==> src/rtl/mux32_rr_arbiter_if.sv <==
// Grant/request bundle between the round-robin arbiter (master side) and the
// requesters plus the 32:1 mux it steers (slave side).
interface mux32_rr_arbiter_if #(
  parameter  int MAX_HOLD = 8,
  localparam int HCW      = $clog2(MAX_HOLD + 1)
);
  logic           en;
  logic [31:0]    req;
  logic           release_grant;
  logic [4:0]     sel;
  logic           gnt_valid;
  logic [31:0]    gnt;
  logic [HCW-1:0] hold_cnt;

  modport master (
    input  en, req, release_grant,
    output sel, gnt_valid, gnt, hold_cnt
  );

  modport slave (
    output en, req, release_grant,
    input  sel, gnt_valid, gnt, hold_cnt
  );
endinterface

==> src/rtl/mux32_rr_arbiter.sv <==
// Round-robin arbiter for a shared 32:1 mux: registered select/one-hot grant,
// each grant bounded to MAX_HOLD consecutive cycles.
module mux32_rr_arbiter #(
  parameter  int MAX_HOLD = 8,
  localparam int HCW      = $clog2(MAX_HOLD + 1)
) (
  input logic               clk,
  input logic               rst_n,
  mux32_rr_arbiter_if.master bus
);

  typedef enum logic {IDLE, OWN} state_e;

  state_e         state_q, state_d;
  logic [4:0]     sel_q, sel_d;
  logic [4:0]     ptr_q, ptr_d;
  logic [31:0]    gnt_q, gnt_d;
  logic [HCW-1:0] hold_cnt_q, hold_cnt_d;

  logic       found;
  logic [4:0] winner;
  logic [4:0] idx;
  logic       term;

  // Scan from the far end so the index closest to ptr is the last to overwrite.
  always_comb begin
    found  = |bus.req;
    winner = ptr_q;
    idx    = ptr_q;
    for (int i = 31; i >= 0; i--) begin
      idx = ptr_q + 5'(i);
      if (bus.req[idx]) winner = idx;
    end
  end

  assign term = !bus.req[sel_q] || bus.release_grant ||
                (hold_cnt_q == HCW'(MAX_HOLD));

  // NOTE: every variable gets a default first so no path leaves it unassigned (no latch).
  always_comb begin
    state_d    = state_q;
    sel_d      = sel_q;
    gnt_d      = gnt_q;
    hold_cnt_d = hold_cnt_q;
    ptr_d      = ptr_q;
    unique case (state_q)
      IDLE: begin
        if (bus.en && found) begin
          state_d    = OWN;
          sel_d      = winner;
          gnt_d      = 32'd1 << winner;
          hold_cnt_d = HCW'(1);
          ptr_d      = winner + 5'd1;
        end
      end
      OWN: begin
        if (!term) begin
          hold_cnt_d = hold_cnt_q + HCW'(1);
        end else if (bus.en && found) begin
          sel_d      = winner;
          gnt_d      = 32'd1 << winner;
          hold_cnt_d = HCW'(1);
          ptr_d      = winner + 5'd1;
        end else begin
          // sel and ptr stay put so the next search still starts after the last owner.
          state_d    = IDLE;
          gnt_d      = '0;
          hold_cnt_d = '0;
        end
      end
      default: state_d = IDLE;
    endcase
  end

  // NOTE: sequential state uses non-blocking assignments so all flops update together.
  always_ff @(posedge clk or negedge rst_n) begin
    if (!rst_n) begin
      state_q    <= IDLE;
      sel_q      <= '0;
      gnt_q      <= '0;
      hold_cnt_q <= '0;
      ptr_q      <= '0;
    end else begin
      state_q    <= state_d;
      sel_q      <= sel_d;
      gnt_q      <= gnt_d;
      hold_cnt_q <= hold_cnt_d;
      ptr_q      <= ptr_d;
    end
  end

  always_comb begin
    bus.sel       = sel_q;
    bus.gnt       = gnt_q;
    bus.gnt_valid = (state_q == OWN);
    bus.hold_cnt  = hold_cnt_q;
  end

endmodule

==> src/flat_wrapper.sv <==
// flat-port wrapper written by rule: the top's interface ports become plain ports
module mux32_rr_arbiter_flat 
#(
  parameter  int MAX_HOLD = 8,
  localparam int HCW      = $clog2(MAX_HOLD + 1)
)
  (clk, rst_n, bus_en, bus_req, bus_release_grant, bus_sel, bus_gnt_valid, bus_gnt, bus_hold_cnt);
  mux32_rr_arbiter_if #(.MAX_HOLD(MAX_HOLD)) bus_i ();
  input logic clk;
  input logic rst_n;
  input wire logic [$bits(bus_i.en)-1:0] bus_en;
  input wire logic [$bits(bus_i.req)-1:0] bus_req;
  input wire logic [$bits(bus_i.release_grant)-1:0] bus_release_grant;
  output wire logic [$bits(bus_i.sel)-1:0] bus_sel;
  output wire logic [$bits(bus_i.gnt_valid)-1:0] bus_gnt_valid;
  output wire logic [$bits(bus_i.gnt)-1:0] bus_gnt;
  output wire logic [$bits(bus_i.hold_cnt)-1:0] bus_hold_cnt;
  assign bus_i.en = bus_en;
  assign bus_i.req = bus_req;
  assign bus_i.release_grant = bus_release_grant;
  assign bus_sel = bus_i.sel;
  assign bus_gnt_valid = bus_i.gnt_valid;
  assign bus_gnt = bus_i.gnt;
  assign bus_hold_cnt = bus_i.hold_cnt;
  mux32_rr_arbiter #(.MAX_HOLD(MAX_HOLD)) u_core (.clk(clk), .rst_n(rst_n), .bus(bus_i));
endmodule
==> config.mk <==
export PLATFORM = sky130hd
export DESIGN_NAME = mux32_rr_arbiter_flat
export DESIGN_NICKNAME = d
export VERILOG_FILES = /design/src/rtl/mux32_rr_arbiter_if.sv /design/src/rtl/mux32_rr_arbiter.sv /design/src/flat_wrapper.sv
export SDC_FILE = /design/constraint.sdc
export NUM_CORES = 1
export LEC_CHECK = 0
export CAP_MARGIN = 15
export CORE_MARGIN = 5
export CORE_UTILIZATION = 35
export CTS_CLUSTER_DIAMETER = 60
export DETAILED_ROUTE_END_ITERATION = 8
export PLACE_DENSITY = 0.55
export SYNTH_ARGS = -nofsm -noshare
export SYNTH_HDL_FRONTEND = slang
export SYNTH_SLANG_ARGS = --single-unit
==> constraint.sdc <==
create_clock -name clk -period 4.8 [get_ports clk]
set_input_delay 1.2 -clock clk [delete_from_list [all_inputs] [get_ports clk]]
set_output_delay 1.2 -clock clk [all_outputs]
set_load 0.01 [all_outputs]
# After elaboration in Yosys (flattened, before gate mapping)
# Index checks and enable logic that the tools add are counted.
# totals
output_inout_bits	42
reg_bits	47
inputBits	36
# op_classes
bitwise	1
muxes	115
add_sub_neg	33
shift	1
reduce_logical	6
n_eq_ne	3
magnitude_cmp	33
# ops
operator	count
less-than comparator 5 x 6 -> 1 bit (second input constant)	33
two-way mux 5 bit	36
binary-select mux 1 bit (select 5 bit)	33
two-way mux 32 bit	3
adder 5 bit (second input constant)	16
case mux 32 bit (2 select lines)	1
adder 5 x 4 -> 5 bit (second input constant)	8
two-way mux 1 bit	36
OR reduction 32 bit	1
<< shifter 1 x 5 -> 32 bit (first input constant)	1
adder 5 x 3 -> 5 bit (second input constant)	4
case mux 5 bit (2 select lines)	2
adder 5 x 1 -> 5 bit (second input constant)	2
adder 5 x 2 -> 5 bit (second input constant)	2
two-way mux 4 bit	2
case mux 4 bit (2 select lines)	1
adder 4 x 1 -> 4 bit (second input constant)	1
equality test 4 bit (second input constant)	1
logical OR 1 bit	2
!= test 2 x 1 -> 1 bit (second input constant)	1
!= test 2 bit (second input constant)	1
case mux 1 bit (2 select lines)	1
AND reduction 2 bit	1
logical AND 1 bit	1
other kinds (2)	2

# Longest topological paths before layout
# Gate-level depths: netlist (run 1).
# logic_depth
word_depth	39
ltp_mapped	23
ltp_nobuf	16

# Worst setup path after synthesis (run 1)
# No wires, ideal clock.
# synth_timing
kind	register to register
start	register u_core.ptr_q[0]
end	register u_core.gnt_q[12], in the netlist u_core.bus.gnt[12]
stages_incl_launch_ff	21
period_less_slack_ns	4.991
arrival_ns	4.870
slack_ns	-0.191
path_cell_list	dfrtp_1 -> buf_6 -> buf_6 -> buf_6 -> clkbuf_1 -> inv_1 -> ha_1 -> buf_6 -> buf_6 -> mux4_2 -> mux4_2 -> mux2i_4 -> nor2_1 -> a22o_1 -> a21oi_1 -> a311oi_2 -> o221ai_2 -> clkinv_4 -> and2_1 -> buf_2 -> a32o_1
# synth_between
elab_chain_cells	39
elab_cells_between_ends	132
cone_classes	31 x add/sub; 1 x shift; 100 x mux
# synth_rtl
item	line_no	text
start: declaration	mux32_rr_arbiter.sv:16	logic [4:0] ptr_q, ptr_d;
start signal: assignment	mux32_rr_arbiter.sv:88	ptr_q <= ptr_d;
adder 5 bit	mux32_rr_arbiter.sv:31	idx = ptr_q + 5'(i);
binary-select mux 1 bit (select 5 bit)	mux32_rr_arbiter.sv:32	if (bus.req[idx]) winner = idx;
two-way mux 1 bit (implied by the code)	mux32_rr_arbiter.sv:32	
two-way mux 5 bit (31 in a row)	mux32_rr_arbiter.sv:32	
two-way mux 5 bit *	mux32_rr_arbiter.sv:32	
<< shifter 1 x 5 -> 32 bit *	mux32_rr_arbiter.sv:51, mux32_rr_arbiter.sv:61	
two-way mux 32 bit	mux32_rr_arbiter.sv:59	end else if (bus.en && found) begin
two-way mux 32 bit	mux32_rr_arbiter.sv:57	if (!term) begin
case mux 32 bit (2 select lines) *	mux32_rr_arbiter.sv:46	unique case (state_q)
end signal: assignment	mux32_rr_arbiter.sv:86	gnt_q <= gnt_d;
end: declaration	mux32_rr_arbiter.sv:17	logic [31:0] gnt_q, gnt_d;
# Every way passes the cells marked *; elsewhere a longest branch is shown, timed or not. The select of a mux whose other input is x is not followed.
# A chain may end at the register's enable or synchronous reset.

# Worst setup path after layout (run 1)
# layout_timing
start	input bus_req[30]
end	register u_core.ptr_q[4]
# layout_between
elab_chain_cells	38
elab_cells_between_ends	108
cone_classes	1 x add/sub; 1 x eq/ne; 101 x mux; 5 x reduce/logical
# layout_rtl
item	line_no	text
start: declaration	flat_wrapper.sv:12	input wire logic [$bits(bus_i.req)-1:0] bus_req;
binary-select mux 1 bit (select 5 bit)	mux32_rr_arbiter.sv:32	
two-way mux 1 bit (implied by the code)	mux32_rr_arbiter.sv:32	
two-way mux 5 bit (32 in a row)	mux32_rr_arbiter.sv:32	
adder 5 x 1 -> 5 bit	mux32_rr_arbiter.sv:53, mux32_rr_arbiter.sv:63	
two-way mux 5 bit	mux32_rr_arbiter.sv:48, mux32_rr_arbiter.sv:59	
two-way mux 5 bit	mux32_rr_arbiter.sv:57	
case mux 5 bit (2 select lines)	mux32_rr_arbiter.sv:46	
# Several ways; a longest one is shown, not always the timed one. The select of a mux whose other input is x is not followed.

==> results.md, run 1 <==
* Share of the synthesized area in the top cell type at 25.5%
* Seq/Total Area, Yosys at 13.3%
* IO Port Bufs at 77
* Outcome: finished clean
* CTS tree: yes
* DR vias/cell at slightly above 6
* Vias in the first global route at roughly 9600
* Syn_area_per_cell at between 9 and 10 um2
* Initial Utilization at a little over a third
* EDFF count, synth at 0
* Drt wl/cell at between 20 and 25 um
* Register cell area after layout at 0.00118 mm2
* Skew final at about 0.0065 ns
* Synth Cell Area at 0.00885 mm2
* Total number of vias at roughly 10000
* Worst endpoint required time at about 5.0 ns
* Area leader, netlist: mux4_2
* Crit-path max FO at 7
* Ranking of synthesized cells by area: mux4_2, dfrtp_1, mux2i_1
* Slew Viols, Final at 0
* Most common cell after layout, fill and taps aside: buf_4
* DRC violations left at 0
* Filler Cell Count at between 2000 and 2500
* Final Setup Violations at 0
* CP Class: in -> reg
* Overflow after GRT at 0
* Final WL at approximately 40000 um
* GPL Wtd Cong at 1.02
* Min-Delay Path Depth at 1
* Asr flop ratio synth at between 90% and 100%
* Critical path origin: bus_req[30]
* Clock buffer depth at 2
* Hold Crit Class: reg -> reg
* Crit path setup slack, layout at 0.0620 ns
* Cts hold-fix bufs at 0
* Worst r2r src: u_core.ptr_q[2]
* Rows at 58
* Die width at approximately 170 um
* Yosys reg bits at 47
* # H-tree levels at 2
* Fmax at ~0.21 GHz
* Initial antenna violation count at 0
* Num CTS Buffers at 5
* Max-cap check violation count at 0
* Relative slew margins at between 30% and 40%
* I/O pins at about 80
* DRT Pass-1 Iters at 8
* Hold Violations, Final at 0
* Largest net degree at the start of global routing at between 40 and 50
* Sinks on Clock Net at 47
* Area of the multi-input gates at 0.00754 mm2
* Clock latency on the worst-skew pair at about 0.28 ns
* Final period util at between 90% and 100%
* GRT Total Usage at a little over a quarter
* Initial DRC count at approximately 1000
* Min-delay src: u_core.bus.gnt[5]
* Dominant synthesized flop cell: dfrtp_1
* Synth Instances at 935
* Total core area at ~0.025 mm2
* Worst r2r path cells at 15
* Share of cells above drive strength 1 at 43.3%
* Post-route ant nets at 0
* First-pass GRT wire length at about 59000 um
* Crit path arrival time at 4.90 ns
* P&R area growth vs syn at 41.9%
* Dpl hpwl at 31000 um
* CTS root buffer: clkbuf_16
* Worst Setup Start Kind: input pin
* Actual slew at the worst max-slew pin at about 1.0 ns
* Commonest non-fill, non-tap cells in the layout: buf_4, nand2_1, mux4_2, mux2i_1, nor2_1
* Synthesized net count at approximately 990
* Final core occ at between 50% and 60%
* CTS clk-pin slew, worst paths at roughly 0.060 ns
* Final min period at roughly 4.7 ns
* Final net count at 1330
* Distinct cell type count after synthesis at 93
* # diodes at 0
* CP Capture Type: flop
* Die area at between 0.02 and 0.03 mm2
* Die height at about 170 um
* Yosys warns at 0
* Worst slack, placed at -0.644 ns
layout make-up:
cell class | instances | area share [%]
flip-flops and latches | 47 | 9.43
well taps | 330 | 3.29
multi-input cells | 797 | 60.0
inverters | 31 | 0.967
clock inverters | 2 | 0.0997
repair buffers | 396 | 25.2
clock buffers | 6 | 1.03
path summary, 6_finish.rpt:
kind | end | slack [ns]
hold / removal | u_core.bus.gnt[5] | 0.49
setup / recovery | u_core.ptr_q[4] | 0.06
max in group asynchronous | u_core.ptr_q[0] | 2.95
min in group asynchronous | u_core.bus.gnt[21] | 1.10
setup reg to reg | u_core.ptr_q[4] | 0.14
hold reg to reg | u_core.bus.gnt[5] | 0.49
stage by stage:
| step | cell area (um2) | hold WS, ns | std cells | setup TNS (ns) |
|---|---|---|---|---|
| 6_report | 12600 | 0.494 | 1609 | 0 |
| 2_1_floorplan | 8860 | 0.532 | 935 | 0 |
| 3_3_place_gp | 12000 | 0.482 | 1578 | -22.17 |
| 4_1_cts | 12400 | 0.499 | 1597 | 0 |
| 5_1_grt | 12600 | 0.512 | 1609 | -0.0201 |
| 3_5_place_dp | 12000 | 0.480 | 1578 | -21.66 |
cells in the mapped netlist, types with 10 or more instances:
cell,number
nand2_1,101
mux4_2,100
mux2i_1,66
nor2_1,54
dfrtp_1,47
o21ai_0,47
a21oi_1,44
clkbuf_1,31
inv_1,26
mux2_2,21
nand3_1,21
a32o_1,20
xnor2_1,19
o22ai_1,17
ha_1,16
nor3_1,16
a22o_1,15
a211oi_1,12
and2_1,12
nor4_1,12
a22oi_1,10
xor2_1,10
state kept, by name (all words and copies together) (netlist names):
| name | flops |
|---|---|
| u_core.bus.gnt | 32 |
| u_core.bus.gnt_valid | 1 |
| u_core.bus.hold_cnt | 4 |
| u_core.bus.sel | 5 |
| u_core.ptr_q | 5 |
what timing repair did:
action	4_1_cts	5_1_grt
gates cloned	1	1
endpoints found under the setup margin	38	35
setup buffers	10	11
gates resized for setup	71	60
pin swaps	16	18
logic make-up after synthesis:
| family | Yosys count | synth area share [%] |
|---|---|---|
| fa+ha+maj | 16 | 2.26 |
| xor+xnor | 36 | 4.16 |
| buf+inv | 93 | 5.53 |
| compound gates | 267 | 22.1 |
| mux | 193 | 36.8 |
| flops | 47 | 13.3 |
| simple gates | 283 | 15.8 |
critical path, stage by stage:
cell and delay [ns]:
dlygate4sd2_1 0.32, mux4_2 0.53, buf_4 0.18, mux4_2 0.51, buf_4 0.17, mux2i_4 0.21
buf_6 0.15, and3_1 0.17, o211ai_1 0.16, a311oi_4 0.40, o221ai_4 0.22, clkinv_4 0.11
nand2b_4 0.05, o31a_1 0.24, o31a_1 0.27
per-layer routing:
metal / up-vias / track usage (%) / wire length [um]
met1: 4961 / 38.1 / 17000
met5: - / 0 / 0
li1: 4419 / - / -
met4: 0 / 11.5 / 2100
met3: 98 / 3.01 / 3380
met2: 547 / 40.8 / 17100
Power of run 1 is not shown: default switching activity piles up to over one toggle a cycle in this logic, so the estimate is an artifact.
==> run 2: changes to the inputs <==
- CAP_MARGIN: 15 -> unset
- GPL_TIMING_DRIVEN: unset -> 0
- RECOVER_POWER: unset -> 25
==> run 2 against run 1 <==
The run now ends with negative setup slack left; setup slack lost 0.13 ns; critical path type unchanged; register-to-register slack lost 0.21 ns; global-route usage grew 0.27 points; cell count shrank 9.9%; hold slack lost 0.0012 ns; first-iteration DRC count grew 21%.
==> results.md, run 2 (same netlist as run 1, synthesis figures left out) <==
* Clock buffer depth at 2 (unchanged)
* Vias in the first global route at 9440 (-2.2%)
* Dpl hpwl at 29800 um (-3.9%)
* Buffers & Inverters on Critical Path at 4 (-1)
* Critical path cell sequence: dlygate4sd2_1 > mux4_2 > buf_4 > buf_4 > mux4_2 > a211oi_4 > nand3_2 > a2111o_1 > a311oi_2 > o221ai_4 > clkinv_4 > nand2b_4 > o31a_1 > o31a_1
* Rows at 58 (unchanged)
* DP Area at 0.0101 mm2 (-16%)
* Max FFs per register at 32 (unchanged)
* Commonest non-fill, non-tap cells in the layout: mux4_2, nand2_1, buf_4, mux2i_1, nor2_1
* Final net count at 1170 (-12%)
* P&R area growth vs syn at 34.9%
* Post-route ant nets at 0 (unchanged)
* CTS tree: yes
* Final period util at 101% (+2.7 points)
* CP Capture Type: flop
* Sinks on Clock Net at 47 (unchanged)
* Relative slew margins at 2.51% (-29 points)
* Num CTS Buffers at 5 (unchanged)
* Setup TNS Final at -0.632 ns (-0.632 ns)
* Cts hold-fix bufs at 0 (unchanged)
* Slew Viols, Final at 0 (unchanged)
* CTS clk-pin slew, worst paths at 0.07 ns (about the same)
* Design area at 0.0119 mm2 (-4.9%)
* Largest net degree at the start of global routing at 29 (-40%)
* Outcome: finished with violations
* Final min period at 4.87 ns (+0.129 ns)
* Actual slew at the worst max-slew pin at 1.46 ns (+0.439 ns)
* DRT Pass-1 Iters at 6 (-2)
* Drt wl/cell at 27.9 um (+14%)
* Total core area at 0.0250 mm2 (unchanged)
* Failing checks: negative setup slack
* Initial Utilization at 35.3% (unchanged)
* # H-tree levels at 2 (unchanged)
* Final Setup Violations at 21 (+21)
* Slowest cell on crit path: mux4_2
* First-pass GRT wire length at 59000 um (-0.45%)
* IO Port Bufs at 77 (unchanged)
* Total number of vias at 9678 (-3.5%)
* Final core occ at 47.7% (-2.5 points)
* Initial DRC count at 1247 (+21%)
* GPL Wtd Cong at 1.08 (+6.0%)
* Final WL at 40500 um (+2.3%)
* Skew final at 0.00602 ns (-0.000529 ns)
* Crit-path max FO at 8 (+1)
* Initial antenna violation count at 0 (unchanged)
* Overflow after GRT at 0 (unchanged)
* I/O pins at 78 (unchanged)
* Hold Crit Class: reg -> reg
* Fmax at 0.205 GHz (-2.7%)
* CP Class: in -> reg
* RSZ-0062 raised after global routing: yes
* Worst endpoint required time at 4.98 ns (about the same)
* DR vias/cell at 6.67 (+7.1%)
* GRT Total Usage at 26.9% (+0.27 points)
* Die width at 169 um (unchanged)
* Hold Violations, Final at 0 (unchanged)
* CTS root buffer: clkbuf_16
* Die height at 169 um (unchanged)
* Crit path setup slack, layout at -0.0671 ns (-0.129 ns)
* Clock latency on the worst-skew pair at 0.29 ns (about the same)
* Max-cap check violation count at 0 (unchanged)
* Cell family with most CP delay: compound AO/OA/AOI/OAI gates
* DRC violations left at 0 (unchanged)
* Filler Cell Count at 2376 (-0.29%)
* Worst slack, placed at -1.36 ns (-0.713 ns)
* Share of cells above drive strength 1 at 37.8% (-5.5 points)
* CP max stage delay at 0.61 ns (+0.08 ns)
* Crit path arrival time at 5.05 ns (+0.15 ns)
* Die area at 0.0286 mm2 (unchanged)
* Worst Setup Start Kind: input pin
* Most common cell after layout, fill and taps aside: mux4_2
## run 2: cell count changes in the layout (fill, tap and decap cells not counted), sizes merged, moves of 2 or more
cell / delta
clkbuf: +28
mux4: -2
clkdlybuf4s15: -2
clkinvlp: +2
dlygate4sd2: +3
buf: -188
## run 2: final timing paths
path,start,to,slack [ns],cells after the start
max,bus_req[12],u_core.ptr_q[4],-0.07,14
min,u_core.bus.gnt[1],u_core.bus.gnt[1],0.49,1
max reg2reg,u_core.ptr_q[0],u_core.bus.gnt[9],-0.07,18
min reg2reg,u_core.bus.gnt[1],u_core.bus.gnt[1],0.49,1
max in group asynchronous,rst_n,u_core.bus.gnt[7],1.78,2
min in group asynchronous,rst_n,u_core.bus.gnt[12],1.11,1
## run 2: worst register-to-register path, cell delays in order (launching register included)
cell,delay [ns]
dfrtp_1,0.42
buf_12,0.13
buf_12,0.10
buf_12,0.10
clkinvlp_4,0.11
ha_4,0.34
buf_12,0.15
mux4_2,0.63
mux4_2,0.59
mux2i_4,0.28
nor2_2,0.10
nor4_4,0.30
o221ai_2,0.20
a2111o_1,0.48
o22ai_4,0.23
buf_6,0.15
nor3_4,0.04
buf_12,0.15
a32o_1,0.24
## run 2: cell type report
class | count | area, um2 | share of cell area (%)
diodes | 1 | 2.50 | 0.0210
plain buffers | 57 | 493 | 4.13
clock buffers | 5 | 125 | 1.05
clock inverters | 3 | 46.3 | 0.388
inverters | 31 | 136 | 1.14
multi-input cells | 795 | 7930 | 66.5
flip-flops and latches | 47 | 1180 | 9.86
well taps | 330 | 413 | 3.46
repair buffers | 181 | 1610 | 13.5
## run 2: timing repair
action	CTS	global route
resized for setup	159	121
pin swaps	36	50
setup buffers	76	32
endpoints found under the setup margin	42	41
## run 2: layer usage
metal | part of all wire (%) | vias to the layer above | track usage [%]
met4 | 4.6 | 0 | 9.98
met1 | 39 | 4790 | 36.3
met5 | 0 | - | 0
met2 | 44 | 673 | 41.5
met3 | 12 | 127 | 7.22
li1 | - | 4088 | -
## run 2: metrics by stage
stage / std cells / hold slack (ns)
2_1_floorplan: 935 / 0.532
3_3_place_gp: 1342 / 0.474
3_5_place_dp: 1344 / 0.480
4_1_cts: 1426 / 0.497
5_1_grt: 1449 / 0.503
6_report: 1450 / 0.492
Power of run 2 is left out for the same reason.
